==> src/rtl/game_tick_gen.sv <==
// ---------------------------------------------------------------------------
// game_tick_gen
//
// Speed-ramping tick generator for the snake game core. Produces a one-cycle
// seconds strobe, a one-cycle game-step strobe whose period shrinks as the
// difficulty level rises, and the difficulty level itself. Everything can be
// paused with enable and cleared with a synchronous restart.
//
// Parameters:
//   CNT_W          width of all period counters
//   SEC_PERIOD     clocks per seconds tick
//   BASE_PERIOD    game-step period at level 0
//   STEP           period reduction per level
//   MIN_PERIOD     lower clamp on the game-step period (1..BASE_PERIOD)
//   LEVEL_W        level counter width
//   SECS_PER_LEVEL seconds per level increment (>= 1)
//
// Ports:
//   clk        in   system clock
//   reset_n    in   asynchronous active-low reset
//   enable     in   1 = run, 0 = pause (counters hold, no ticks)
//   restart    in   synchronous clear of all state, wins over enable
//   sec_tick   out  one-cycle pulse every SEC_PERIOD enabled cycles
//   game_tick  out  one-cycle pulse every current game period
//   level      out  current difficulty level (saturating)
//   level_max  out  high while level is at its top value
//   period     out  current game-step period, registered
// ---------------------------------------------------------------------------
module game_tick_gen #(
  parameter int CNT_W          = 32,
  parameter int SEC_PERIOD     = 50_000_000,
  parameter int BASE_PERIOD    = 12_500_000,
  parameter int STEP           = 2048,
  parameter int MIN_PERIOD     = 1_000_000,
  parameter int LEVEL_W        = 8,
  parameter int SECS_PER_LEVEL = 10
) (
  input  logic               clk,
  input  logic               reset_n,
  input  logic               enable,
  input  logic               restart,
  output logic               sec_tick,
  output logic               game_tick,
  output logic [LEVEL_W-1:0] level,
  output logic               level_max,
  output logic [CNT_W-1:0]   period
);

  // The period arithmetic is carried out wide enough that level*STEP can
  // never overflow, so the subtraction's underflow can be detected exactly.
  localparam int WIDE_W = CNT_W + LEVEL_W;
  localparam int LSC_W  = (SECS_PER_LEVEL > 1) ? $clog2(SECS_PER_LEVEL) : 1;

  localparam logic [CNT_W-1:0]   SEC_LAST  = CNT_W'(SEC_PERIOD - 1);
  localparam logic [LSC_W-1:0]   LSC_LAST  = LSC_W'(SECS_PER_LEVEL - 1);
  localparam logic [LEVEL_W-1:0] LEVEL_TOP = '1;
  localparam logic [CNT_W-1:0]   BASE_C    = CNT_W'(BASE_PERIOD);
  localparam logic [CNT_W-1:0]   MIN_C     = CNT_W'(MIN_PERIOD);
  localparam logic [WIDE_W-1:0]  BASE_W    = WIDE_W'(BASE_PERIOD);
  localparam logic [WIDE_W-1:0]  STEP_W    = WIDE_W'(STEP);
  localparam logic [WIDE_W-1:0]  MIN_W     = WIDE_W'(MIN_PERIOD);

  logic [CNT_W-1:0]   sec_cnt_q, sec_cnt_d;
  logic [LSC_W-1:0]   lvl_sec_cnt_q, lvl_sec_cnt_d;
  logic [CNT_W-1:0]   game_cnt_q, game_cnt_d;
  logic [LEVEL_W-1:0] level_q, level_d;
  logic               level_max_q, level_max_d;
  logic [CNT_W-1:0]   period_q, period_d;
  logic               sec_tick_q, sec_tick_d;
  logic               game_tick_q, game_tick_d;

  logic [WIDE_W-1:0]  step_total;
  logic [WIDE_W-1:0]  period_diff;
  logic               period_under;
  logic [CNT_W-1:0]   period_target;

  logic               sec_wrap;
  logic               lvl_wrap;
  logic               game_wrap;

  // Target game period for the currently registered level:
  // max(BASE - level*STEP, MIN). A difference that would go negative is
  // caught by the explicit underflow flag rather than allowed to wrap.
  always_comb begin
    step_total    = WIDE_W'(level_q) * STEP_W;
    period_under  = (step_total > BASE_W);
    period_diff   = BASE_W - step_total;
    period_target = period_diff[CNT_W-1:0];
    if (period_under || (period_diff < MIN_W)) begin
      period_target = MIN_C;
    end
  end

  // Wrap conditions for the three counters. The game counter uses >= so a
  // period that drops below the running count fires on the next enabled
  // cycle instead of waiting for a full wrap of the counter.
  always_comb begin
    sec_wrap  = (sec_cnt_q == SEC_LAST);
    lvl_wrap  = (lvl_sec_cnt_q == LSC_LAST);
    game_wrap = (game_cnt_q >= (period_q - CNT_W'(1)));
  end

  // Next-state logic for all counters and registered outputs. Restart takes
  // priority and mirrors the reset state; a paused cycle holds every count
  // and forces both strobes low. The period register follows the level on
  // every clock regardless of enable, which costs nothing since the level
  // cannot change while paused.
  always_comb begin
    sec_cnt_d     = sec_cnt_q;
    lvl_sec_cnt_d = lvl_sec_cnt_q;
    game_cnt_d    = game_cnt_q;
    level_d       = level_q;
    period_d      = period_target;
    sec_tick_d    = 1'b0;
    game_tick_d   = 1'b0;

    if (restart) begin
      sec_cnt_d     = '0;
      lvl_sec_cnt_d = '0;
      game_cnt_d    = '0;
      level_d       = '0;
      period_d      = BASE_C;
    end else if (enable) begin
      if (sec_wrap) begin
        sec_cnt_d  = '0;
        sec_tick_d = 1'b1;
        // Level only advances on a seconds wrap; the per-level second count
        // keeps cycling even once the level has saturated.
        if (lvl_wrap) begin
          lvl_sec_cnt_d = '0;
          if (level_q != LEVEL_TOP) begin
            level_d = level_q + LEVEL_W'(1);
          end
        end else begin
          lvl_sec_cnt_d = lvl_sec_cnt_q + LSC_W'(1);
        end
      end else begin
        sec_cnt_d = sec_cnt_q + CNT_W'(1);
      end

      if (game_wrap) begin
        game_cnt_d  = '0;
        game_tick_d = 1'b1;
      end else begin
        game_cnt_d = game_cnt_q + CNT_W'(1);
      end
    end

    level_max_d = (level_d == LEVEL_TOP);
  end

  // State register. Reset clears the counters immediately, without a clock,
  // and loads the level-0 period.
  always_ff @(posedge clk or negedge reset_n) begin
    if (!reset_n) begin
      sec_cnt_q     <= '0;
      lvl_sec_cnt_q <= '0;
      game_cnt_q    <= '0;
      level_q       <= '0;
      level_max_q   <= 1'b0;
      period_q      <= BASE_C;
      sec_tick_q    <= 1'b0;
      game_tick_q   <= 1'b0;
    end else begin
      sec_cnt_q     <= sec_cnt_d;
      lvl_sec_cnt_q <= lvl_sec_cnt_d;
      game_cnt_q    <= game_cnt_d;
      level_q       <= level_d;
      level_max_q   <= level_max_d;
      period_q      <= period_d;
      sec_tick_q    <= sec_tick_d;
      game_tick_q   <= game_tick_d;
    end
  end

  // All outputs come straight from flops.
  assign sec_tick  = sec_tick_q;
  assign game_tick = game_tick_q;
  assign level     = level_q;
  assign level_max = level_max_q;
  assign period    = period_q;

endmodule
==> config.mk <==
export PLATFORM = sky130hd
export DESIGN_NAME = game_tick_gen
export DESIGN_NICKNAME = d
export VERILOG_FILES = /design/src/rtl/game_tick_gen.sv
export SDC_FILE = /design/constraint.sdc
export NUM_CORES = 1
export LEC_CHECK = 0
export BUFFER_PORTS_ARGS = -buffer_cell sky130_fd_sc_hd__buf_2
export CAP_MARGIN = 20
export CORE_ASPECT_RATIO = 1.2
export CORE_MARGIN = 2
export CORE_UTILIZATION = 31
export CTS_CLUSTER_DIAMETER = 60
export CTS_CLUSTER_SIZE = 24
export DETAILED_ROUTE_END_ITERATION = 7
export REMOVE_ABC_BUFFERS = 1
export SYNTH_ARGS = -nofsm -noshare
export SYNTH_HDL_FRONTEND = slang
export SYNTH_SLANG_ARGS = --single-unit
==> constraint.sdc <==
create_clock -name clk -period 5.05 [get_ports clk]
set_clock_uncertainty 0.2 [all_clocks]
set_input_delay 0.505 -clock clk [delete_from_list [all_inputs] [get_ports clk]]
set_output_delay 0.505 -clock clk [all_outputs]
set_load 0.005 [all_outputs]
==> results.cfg, run 1 <==
[die]
die_w_um = 119
num_rows = 50
ios = 47
fp.coreArea_um2 = 15600
die_h_um = 142
dieArea_um2 = 16900
start_util_pct = 31.6

[sta]
setup_tns_ns = 0
fin_crit_ns = 3.20
finalSetupViolCount = 0
rsz0062_at_grt = no
max_slew_margin_pct = 49.0
hold_violations = 0
fin_hold_ws_ns = 0.275
worstMarginPinSlew_ns = 0.762
fin_crit_sh_pct = 63.3
clock.fmax_ghz = 0.313
slew_violations = 0

[clock_network]
post-cts-setup-buffer-count = 0
htree_levels = 3
clock_path_buffers = 2
tritoncts = done
cts_made_buffers = 9
ctsResizeCount = 0
cts.clk_slew.worst_paths_ns = 0.06
insertion_delay_ns = 0.34
cts-root-buf = clkbuf_16
numClockSinks = 88
cts_hold_buffers = 1

[drt]
totalWireLength_mm = 10.6
detail-route-antenna-nets = 0
wl_per_cell_um = 14.0
initialDrtViolationCount = 239
drt_pre_antenna_iters = 4
drc_errors = 0
vias = 3778
vias_per_cell = 4.96

[logic_synthesis]
yosys.area.top_type = dfrtp_1
synth_cell_types = 53
seq_area_frac_synth_pct = 44.9
synth_top_area_share_pct = 41.2
ys_top_cells_by_count = dfrtp_1 (81), nor2_1 (57), nand2_1 (41), buf_4 (24), nand3_1 (24)
syn_area_um2 = 4920
synthCells = 533
synth-edff-count = 0
synth_area_leaders = dfrtp_1 (41%), nor2_1 (4.3%), ha_1 (4.1%), dfstp_2 (3.7%), buf_4 (3.7%)
ys_ff_latch = 88
async_reset_ff_share_pct = 100
yosysMostFrequentCell = dfrtp_1
synth_ff_type = dfrtp_1
ys_warn_count = 0
synth.avg_cell_area_um2 = 9.23

[finish]
multi_input_area_um2 = 2450
ff_latch_area_um2 = 2210
finalNonFillerCells = 762
nets = 569
n_fill_cell = 1607
drive_above_1_share_pct = 9.93
n_antenna_cell = 0
utilization_pct = 34.9
syn_to_final_growth_pct = 10.5

[setup_path]
r2r_setup_slack_ns = 1.85
crit_chain = inv_1 > ha_1 > a211oi_1 > nor2_1 > o311ai_0 > nand4_1 > buf_4 > or2_2 > a31oi_1
worst_setup_path_start_kind = flip-flop
arrival_ns = 3.26
worstSetupPathType = flip-flop to flip-flop
slowest_stage = dfstp_2
crit_required_ns = 5.11
critPathCaptureType = flip-flop
cp_num_buf_inv = 2
crit_fanout = 15
cp_top_family = simple AND/OR/NAND/NOR gates
worst_path_largest_cell_delay_ns = 0.52

[pwr]
p_leak_nw = 2.47
p_total_mw = 1.41
ir_drop_mv = 0.196
p_per_area_nw_per_um2 = 259

[global_route]
grt_overflow = 0
grt_pass1_wl_mm = 18.1
grt_pass1_vias = 3736
grt_use_total_pct = 13.2
antenna_found_initial = 0
grt_max_degree = 60

[place]
io_buffers = 23
placedCellCount = 745
place_congestion = 0.807
hpwl_mm = 7.57

[hold_path]
hp-class = flip-flop to flip-flop

[job]
maxCapViolations = 0

[outcome]
status = finished clean
[layout by cell type, fill, tap and decap left out, types with 6 or more instances in the layout]
cell	count
dfrtp_1	81
nor2_1	57
nand2_1	41
nand3_1	24
inv_1	23
conb_1	23
buf_2	22
o21ai_0	21
xnor2_1	19
nor4_1	17
ha_1	16
nor3_1	15
xor2_1	15
a21oi_1	14
nand4_1	13
a31oi_1	13
nand2b_1	12
a21o_1	12
and2_1	11
and3_1	10
clkbuf_16	9
and4_1	7
or3_1	7
dfstp_2	7
nor2b_1	6
[final timing paths]
kind / start / endpoint / depth (start not counted)
setup reg to reg: period[17]$_DFF_PN1_ / game_cnt_q[2]$_DFFE_PN0P_ / 9
min in group asynchronous: reset_n / sec_cnt_q[30]$_DFFE_PN0P_ / 2
max in group asynchronous: reset_n / game_cnt_q[8]$_DFFE_PN0P_ / 3
hold / removal: game_cnt_q[26]$_DFFE_PN0P_ / game_cnt_q[26]$_DFFE_PN0P_ / 1
setup / recovery: period[17]$_DFF_PN1_ / game_cnt_q[2]$_DFFE_PN0P_ / 9
hold reg to reg: game_cnt_q[26]$_DFFE_PN0P_ / game_cnt_q[26]$_DFFE_PN0P_ / 1
[sequential cells by signal, summed over array words and instances, names as in the netlist]
signal	count
game_tick	1
level_max	1
level	8
sec_cnt_q	32
period	9
lvl_sec_cnt_q	4
sec_tick	1
game_cnt_q	32
[cells by family after synthesis]
kind of cell               after synthesis  share of synthesized area (%)
other                                    2                          0.153
AOI/OAI and AO/OA                       77                           10.1
buffers and inverters                   66                           6.94
adders and majority gates               16                           4.07
xor gates and xnor gates                34                           6.05
and+or+nand+nor                        245                           26.8
muxes                                    5                           1.04
DFF                                     88                           44.9
[layer usage]
layer	wire (µm)	GRT usage (%)	up-vias	share of wire (%)
met5	0	0	-	0
met4	241	6.52	0	2.3
met3	244	2.12	16	2.3
met2	5430	22.9	46	51
met1	4730	16.0	1857	44
li1	-	-	1859	-
[report_power, final]
group / leakage [nW] / internal, mW / switching [mW] / total [mW]
Sequential: 1.20 / 0.711 / 0.00695 / 0.718
Clock: 0.137 / 0.375 / 0.261 / 0.636
Combinational: 1.13 / 0.0127 / 0.0432 / 0.0559
Total: 2.47 / 1.10 / 0.311 / 1.41
[stage by stage]
stage / setup WS (ns) / area [µm²]
2_1_floorplan: 2.03 / 4750
3_3_place_gp: 1.99 / 5150
3_5_place_dp: 1.86 / 5150
4_1_cts: 1.83 / 5440
5_1_grt: 1.62 / 5440
6_report: 1.85 / 5440
[area by class of cell]
cell class                      instances  area share [%]
Multi-Input combinational cell        400            45.0
Timing Repair Buffer                   27            2.76
Inverter                               23            1.59
Clock buffer                           16            5.18
Tap cell                              208            4.79
Sequential cell                        88            40.7
Power figures use the tool's default switching activity.
==> inputs of run 2 (changes only) <==
==> constraint.sdc (replaced) <==
create_clock -name clk -period 2.9 [get_ports clk]
set_clock_uncertainty 0.2 [all_clocks]
set_input_delay 0.29 -clock clk [delete_from_list [all_inputs] [get_ports clk]]
set_output_delay 0.29 -clock clk [all_outputs]
set_load 0.005 [all_outputs]
==> run 2 against run 1 <==
Effect of this change:
- clock-buffer cell count down 2
- critical path type unchanged
- worst setup slack worse by 1.6 ns
- flip-flop and latch count unchanged
- clock power up 93%
- total power up 84%
- register-to-register slack worse by 1.6 ns
- via count up 1.4%
- die area unchanged
- largest power group unchanged
- final cell count up 1.8%
- combinational power up 91%
==> results.cfg, run 2 (synthesis results as in run 1) <==
[place]
place_congestion = 0.812
io_buffers = 23
hpwl_mm = 7.61

[drt]
vias = 3830
drc_errors = 0
vias_per_cell = 4.94
drt_pre_antenna_iters = 4
totalWireLength_mm = 10.6
detail-route-antenna-nets = 0
initialDrtViolationCount = 188
wl_per_cell_um = 13.7

[pwr]
switching_share_pct = 21.6
internal_power_mw = 2.03
ir_drop_mv = 0.310
combPwrFrac_pct = 4.1
p_leak_nw = 2.57
p_total_mw = 2.59
switchingPower_uw = 559
p_clk_share_pct = 47.6
p_per_area_nw_per_um2 = 462
pwr-share-seq_pct = 48.3

[die]
fp.coreArea_um2 = 15600
die_h_um = 142
die_w_um = 119
ios = 47
num_rows = 50
start_util_pct = 31.6
dieArea_um2 = 16900

[sta]
hold_violations = 0
slew_violations = 0
fin_hold_ws_ns = 0.116
clock.fmax_ghz = 0.380
rsz0062_at_grt = no
finalSetupViolCount = 0
max_slew_margin_pct = 45.1
fin_crit_sh_pct = 90.7
fin_crit_ns = 2.63
worstMarginPinSlew_ns = 0.820

[global_route]
grt_max_degree = 71
grt_pass1_wl_mm = 18.3
grt_use_total_pct = 13.3
antenna_found_initial = 0
grt_pass1_vias = 3842
grt_overflow = 0

[clock_network]
post-cts-setup-buffer-count = 0
cts_made_buffers = 9
tritoncts = done
cts.clk_slew.worst_paths_ns = 0.07
cts-root-buf = clkbuf_16
clock_path_buffers = 2
htree_levels = 3
numClockSinks = 88
insertion_delay_ns = 0.34

[finish]
n_antenna_cell = 0
nets = 583
n_fill_cell = 1564
drive_above_1_share_pct = 12.5
syn_to_final_growth_pct = 13.8
layout_common_cells = dfrtp_1 (81), nor2_1 (57), nand2_1 (41)
final_common_cell = dfrtp_1

[setup_path]
critPathCaptureType = flip-flop
crit_required_ns = 2.93
crit_fanout = 23
arrival_ns = 2.66
worst_setup_path_start_kind = flip-flop
worstSetupPathType = flip-flop to flip-flop

[outcome]
status = finished clean

[job]
maxCapViolations = 0

[hold_path]
hp-class = input pin to flip-flop
run 2: cell count changes in the layout (fill, tap and decap cells not counted), sizes merged:
cell	before	now
clkbuf	16	14
clkinv	0	1
dlygate4sd3	1	2
bufinv	0	1
buf	26	39
run 2: area by class of cell:
cell class / instances / area (µm²) / share of cell area, %
flip-flops and latches: 88 / 2210 / 39.5
well taps: 208 / 260 / 4.65
clock buffers: 14 / 284 / 5.07
multi-input cells: 400 / 2450 / 43.7
clock inverters: 2 / 35.0 / 0.626
repair buffers: 41 / 274 / 4.89
inverters: 23 / 86.3 / 1.54
run 2: metal layers:
metal | wire [µm] | up-vias | GRT usage, %
li1 | - | 1903 | -
met1 | 4890 | 1873 | 16.8
met2 | 5290 | 39 | 21.7
met3 | 225 | 15 | 2.60
met4 | 207 | 0 | 6.70
met5 | 0 | - | 0
run 2: stage by stage:
stage                     setup slack, ns  cell area [µm²]  util, %  TNS [ns]  cells
after floorplan                    -0.123             4750        -    -0.173    511
after global placement              0.229             5260     33.7         0    758
after detailed placement            0.202             5260     33.7         0    758
after CTS                           0.161             5600     35.9         0    776
after global routing               0.0205             5600     35.9         0    776
final                               0.269             5600     35.9         0    776
run 2: critical path, cell delays in order (launching register included):
cell and delay, ns:
dfstp_2 0.53, inv_1 0.04, ha_1 0.28, nand4_1 0.09, nor4b_1 0.36, o31ai_1 0.18
nand4_1 0.22, buf_6 0.22, o21ai_0 0.10, mux2_2 0.28
run 2: path summary, 6_finish.rpt:
check / endpoint / slack, ns / start / depth (start not counted)
min reg2reg: game_cnt_q[31]$_DFFE_PN0P_ / 0.28 / game_cnt_q[31]$_DFFE_PN0P_ / 1
min in group asynchronous: sec_cnt_q[24]$_DFFE_PN0P_ / 0.17 / reset_n / 2
max: game_cnt_q[21]$_DFFE_PN0P_ / 0.27 / period[17]$_DFF_PN1_ / 9
max in group asynchronous: period[19]$_DFF_PN1_ / 1.64 / reset_n / 3
max reg2reg: game_cnt_q[21]$_DFFE_PN0P_ / 0.27 / period[17]$_DFF_PN1_ / 9
min: sec_cnt_q[0]$_DFFE_PN0P_ / 0.12 / enable / 3
run 2: power groups by stage:
stage / clock network [mW] / registers (mW) / logic, mW
after floorplan: 0 / 1.27 / 0.0474
after global placement: 0 / 1.27 / 0.103
after detailed placement: 0 / 1.27 / 0.107
after CTS: 1.26 / 1.25 / 0.109
after global routing: 1.30 / 1.25 / 0.125
final: 1.23 / 1.25 / 0.107
run 2: repair_timing:
item,CTS,global route
gates resized for setup,0,2
setup endpoints to repair,0,11
endpoints found under the hold margin,21,0
hold buffers,2,0
==> inputs of run 3 (changes only) <==
==> constraint.sdc (replaced) <==
create_clock -name clk -period 2.35 [get_ports clk]
set_clock_uncertainty 0.2 [all_clocks]
set_input_delay 0.235 -clock clk [delete_from_list [all_inputs] [get_ports clk]]
set_output_delay 0.235 -clock clk [all_outputs]
set_load 0.005 [all_outputs]
==> run 3 against run 2 <==
Effect of this change:
- the flow now finishes with violations (setup timing)
- sequential share of layout area shrank 7.3 points
- flip-flop and latch count is the same
- critical path depth grew 1
- first-iteration DRC count shrank 9.6%
- cell area grew 23%
- total power grew 25%
- wire length grew 20%
- register-to-register slack lost 0.47 ns
- utilization grew 8.2 points
- maximum frequency grew 3.3%
- sequential power grew 23%
- highest routed layer unchanged
==> results.cfg, run 3 (synthesis results as in run 1) <==
[global_route]
grt_use_total_pct = 15.3
grt_overflow = 0
grt_pass1_vias = 4374
grt_max_degree = 51
grt_pass1_wl_mm = 20.7
antenna_found_initial = 0

[pwr]
combPwrFrac_pct = 6.1
internal_power_mw = 2.48
ir_drop_mv = 0.410
switching_share_pct = 23.0
switchingPower_uw = 742
p_clk_share_pct = 46.1
p_leak_nw = 3.14
p_per_area_nw_per_um2 = 469
pwr-share-seq_pct = 47.8
p_total_mw = 3.22

[sta]
fin_crit_ns = 2.55
fin_crit_sh_pct = 108
max_slew_margin_pct = 65.4
slew_violations = 0
worstMarginPinSlew_ns = 0.519
fin_ws_ns = -0.197
finalSetupViolCount = 24
fin_hold_ws_ns = 0.154
setup_tns_ns = -3.23
rsz0062_at_grt = yes
clock.fmax_ghz = 0.393
hold_violations = 0

[drt]
detail-route-antenna-nets = 0
drc_errors = 0
wl_per_cell_um = 14.6
vias = 4315
initialDrtViolationCount = 170
drt_pre_antenna_iters = 4
totalWireLength_mm = 12.7
vias_per_cell = 4.94

[clock_network]
tritoncts = done
insertion_delay_ns = 0.36
numClockSinks = 88
cts.clk_slew.worst_paths_ns = 0.06
cts-root-buf = clkbuf_16
clock_path_buffers = 2
htree_levels = 3
cts_made_buffers = 9

[finish]
fin_area_um2 = 6870
drive_above_1_share_pct = 33.8
syn_to_final_growth_pct = 39.6
final_common_cell = buf_4
n_fill_cell = 1469
layout_common_cells = buf_4 (102), dfrtp_1 (81), nor2_1 (57)
utilization_pct = 44.1
nets = 681
finalNonFillerCells = 874
n_antenna_cell = 0

[place]
placedCellCount = 837
hpwl_mm = 8.47
post_dp_cell_area_um2 = 5890
pre_cts_ws_ns = -0.594
place_congestion = 0.862
io_buffers = 23

[setup_path]
critPathCaptureType = flip-flop
worst_path_largest_cell_delay_ns = 0.54
crit_chain = inv_2 > ha_4 > nand4_1 > nor4b_4 > o31ai_2 > nand4_1 > buf_6 > buf_12 > o21ai_0 > mux2_4
arrival_ns = 2.59
worst_setup_path_start_kind = flip-flop
worstSetupPathType = flip-flop to flip-flop
cp_num_buf_inv = 3
reg2reg_depth = 10
crit_fanout = 6
cp.depth = 10
crit_required_ns = 2.39
cp_top_family = simple AND/OR/NAND/NOR gates
slowest_stage = dfstp_2
cpMostUsedCell = nand4_1

[die]
dieArea_um2 = 16900
ios = 47
die_w_um = 119
start_util_pct = 31.6
num_rows = 50
fp.coreArea_um2 = 15600
die_h_um = 142

[job]
maxCapViolations = 0

[hold_path]
hp-class = input pin to flip-flop
hold_depth = 4

[outcome]
status = finished, violations left
violations = setup timing
## run 3: cell count changes in the layout (fill, tap and decap cells not counted), sizes merged
cell      previous run  this run
buf                 39       135
clkinvlp             0         2
clkbuf              14        13
clkinv               1         2
## run 3: power by group through the flow
stage | Sequential [mW] | Clock [mW] | Combinational [mW]
after global placement | 1.57 | 0 | 0.148
after global routing | 1.54 | 1.58 | 0.218
after detailed placement | 1.57 | 0 | 0.153
final | 1.54 | 1.49 | 0.197
after CTS | 1.54 | 1.52 | 0.182
after floorplan | 1.57 | 0 | 0.0585
## run 3: tightest hold or removal path, stage by stage
cell,delay [ns]
buf_2,0.12
buf_4,0.17
nand3_1,0.09
a21oi_1,0.06
## run 3: path summary, 6_finish.rpt
kind                                            startpoint                         end  slack, ns
min in group asynchronous                          reset_n   sec_cnt_q[27]$_DFFE_PN0P_       0.20
max in group asynchronous                          reset_n        period[15]$_DFF_PN1_       1.03
worst max register to register        period[17]$_DFF_PN1_  game_cnt_q[21]$_DFFE_PN0P_      -0.20
worst min register to register  game_cnt_q[31]$_DFFE_PN0P_  game_cnt_q[31]$_DFFE_PN0P_       0.28
worst min-delay path                                enable    sec_cnt_q[1]$_DFFE_PN0P_       0.15
worst max-delay path                  period[17]$_DFF_PN1_  game_cnt_q[21]$_DFFE_PN0P_      -0.20
## run 3: layer usage
layer	GRT usage [%]	part of all wire, %	up-vias
met2	26.6	51	69
li1	-	-	2086
met1	17.8	43	2137
met4	6.64	2.0	0
met3	3.73	3.3	23
met5	0	0	-
## run 3: what timing repair did
action | in CTS | in global routing
buffers inserted | 10 | 8
cloned | 2 | 2
hold endpoints to repair | 41 | 0
hold buffers | 2 | 0
setup endpoints to repair | 34 | 48
pin swaps | 17 | 32
resized for setup | 60 | 32
## run 3: final cells by class
cell class	count	area (µm²)	area share, %
Multi-Input combinational cell	400	2870	41.7
Sequential cell	88	2210	32.2
Clock inverter	5	55.1	0.801
Tap cell	208	260	3.79
Timing Repair Buffer	139	1140	16.6
Clock buffer	11	253	3.68
Inverter	23	86.3	1.26
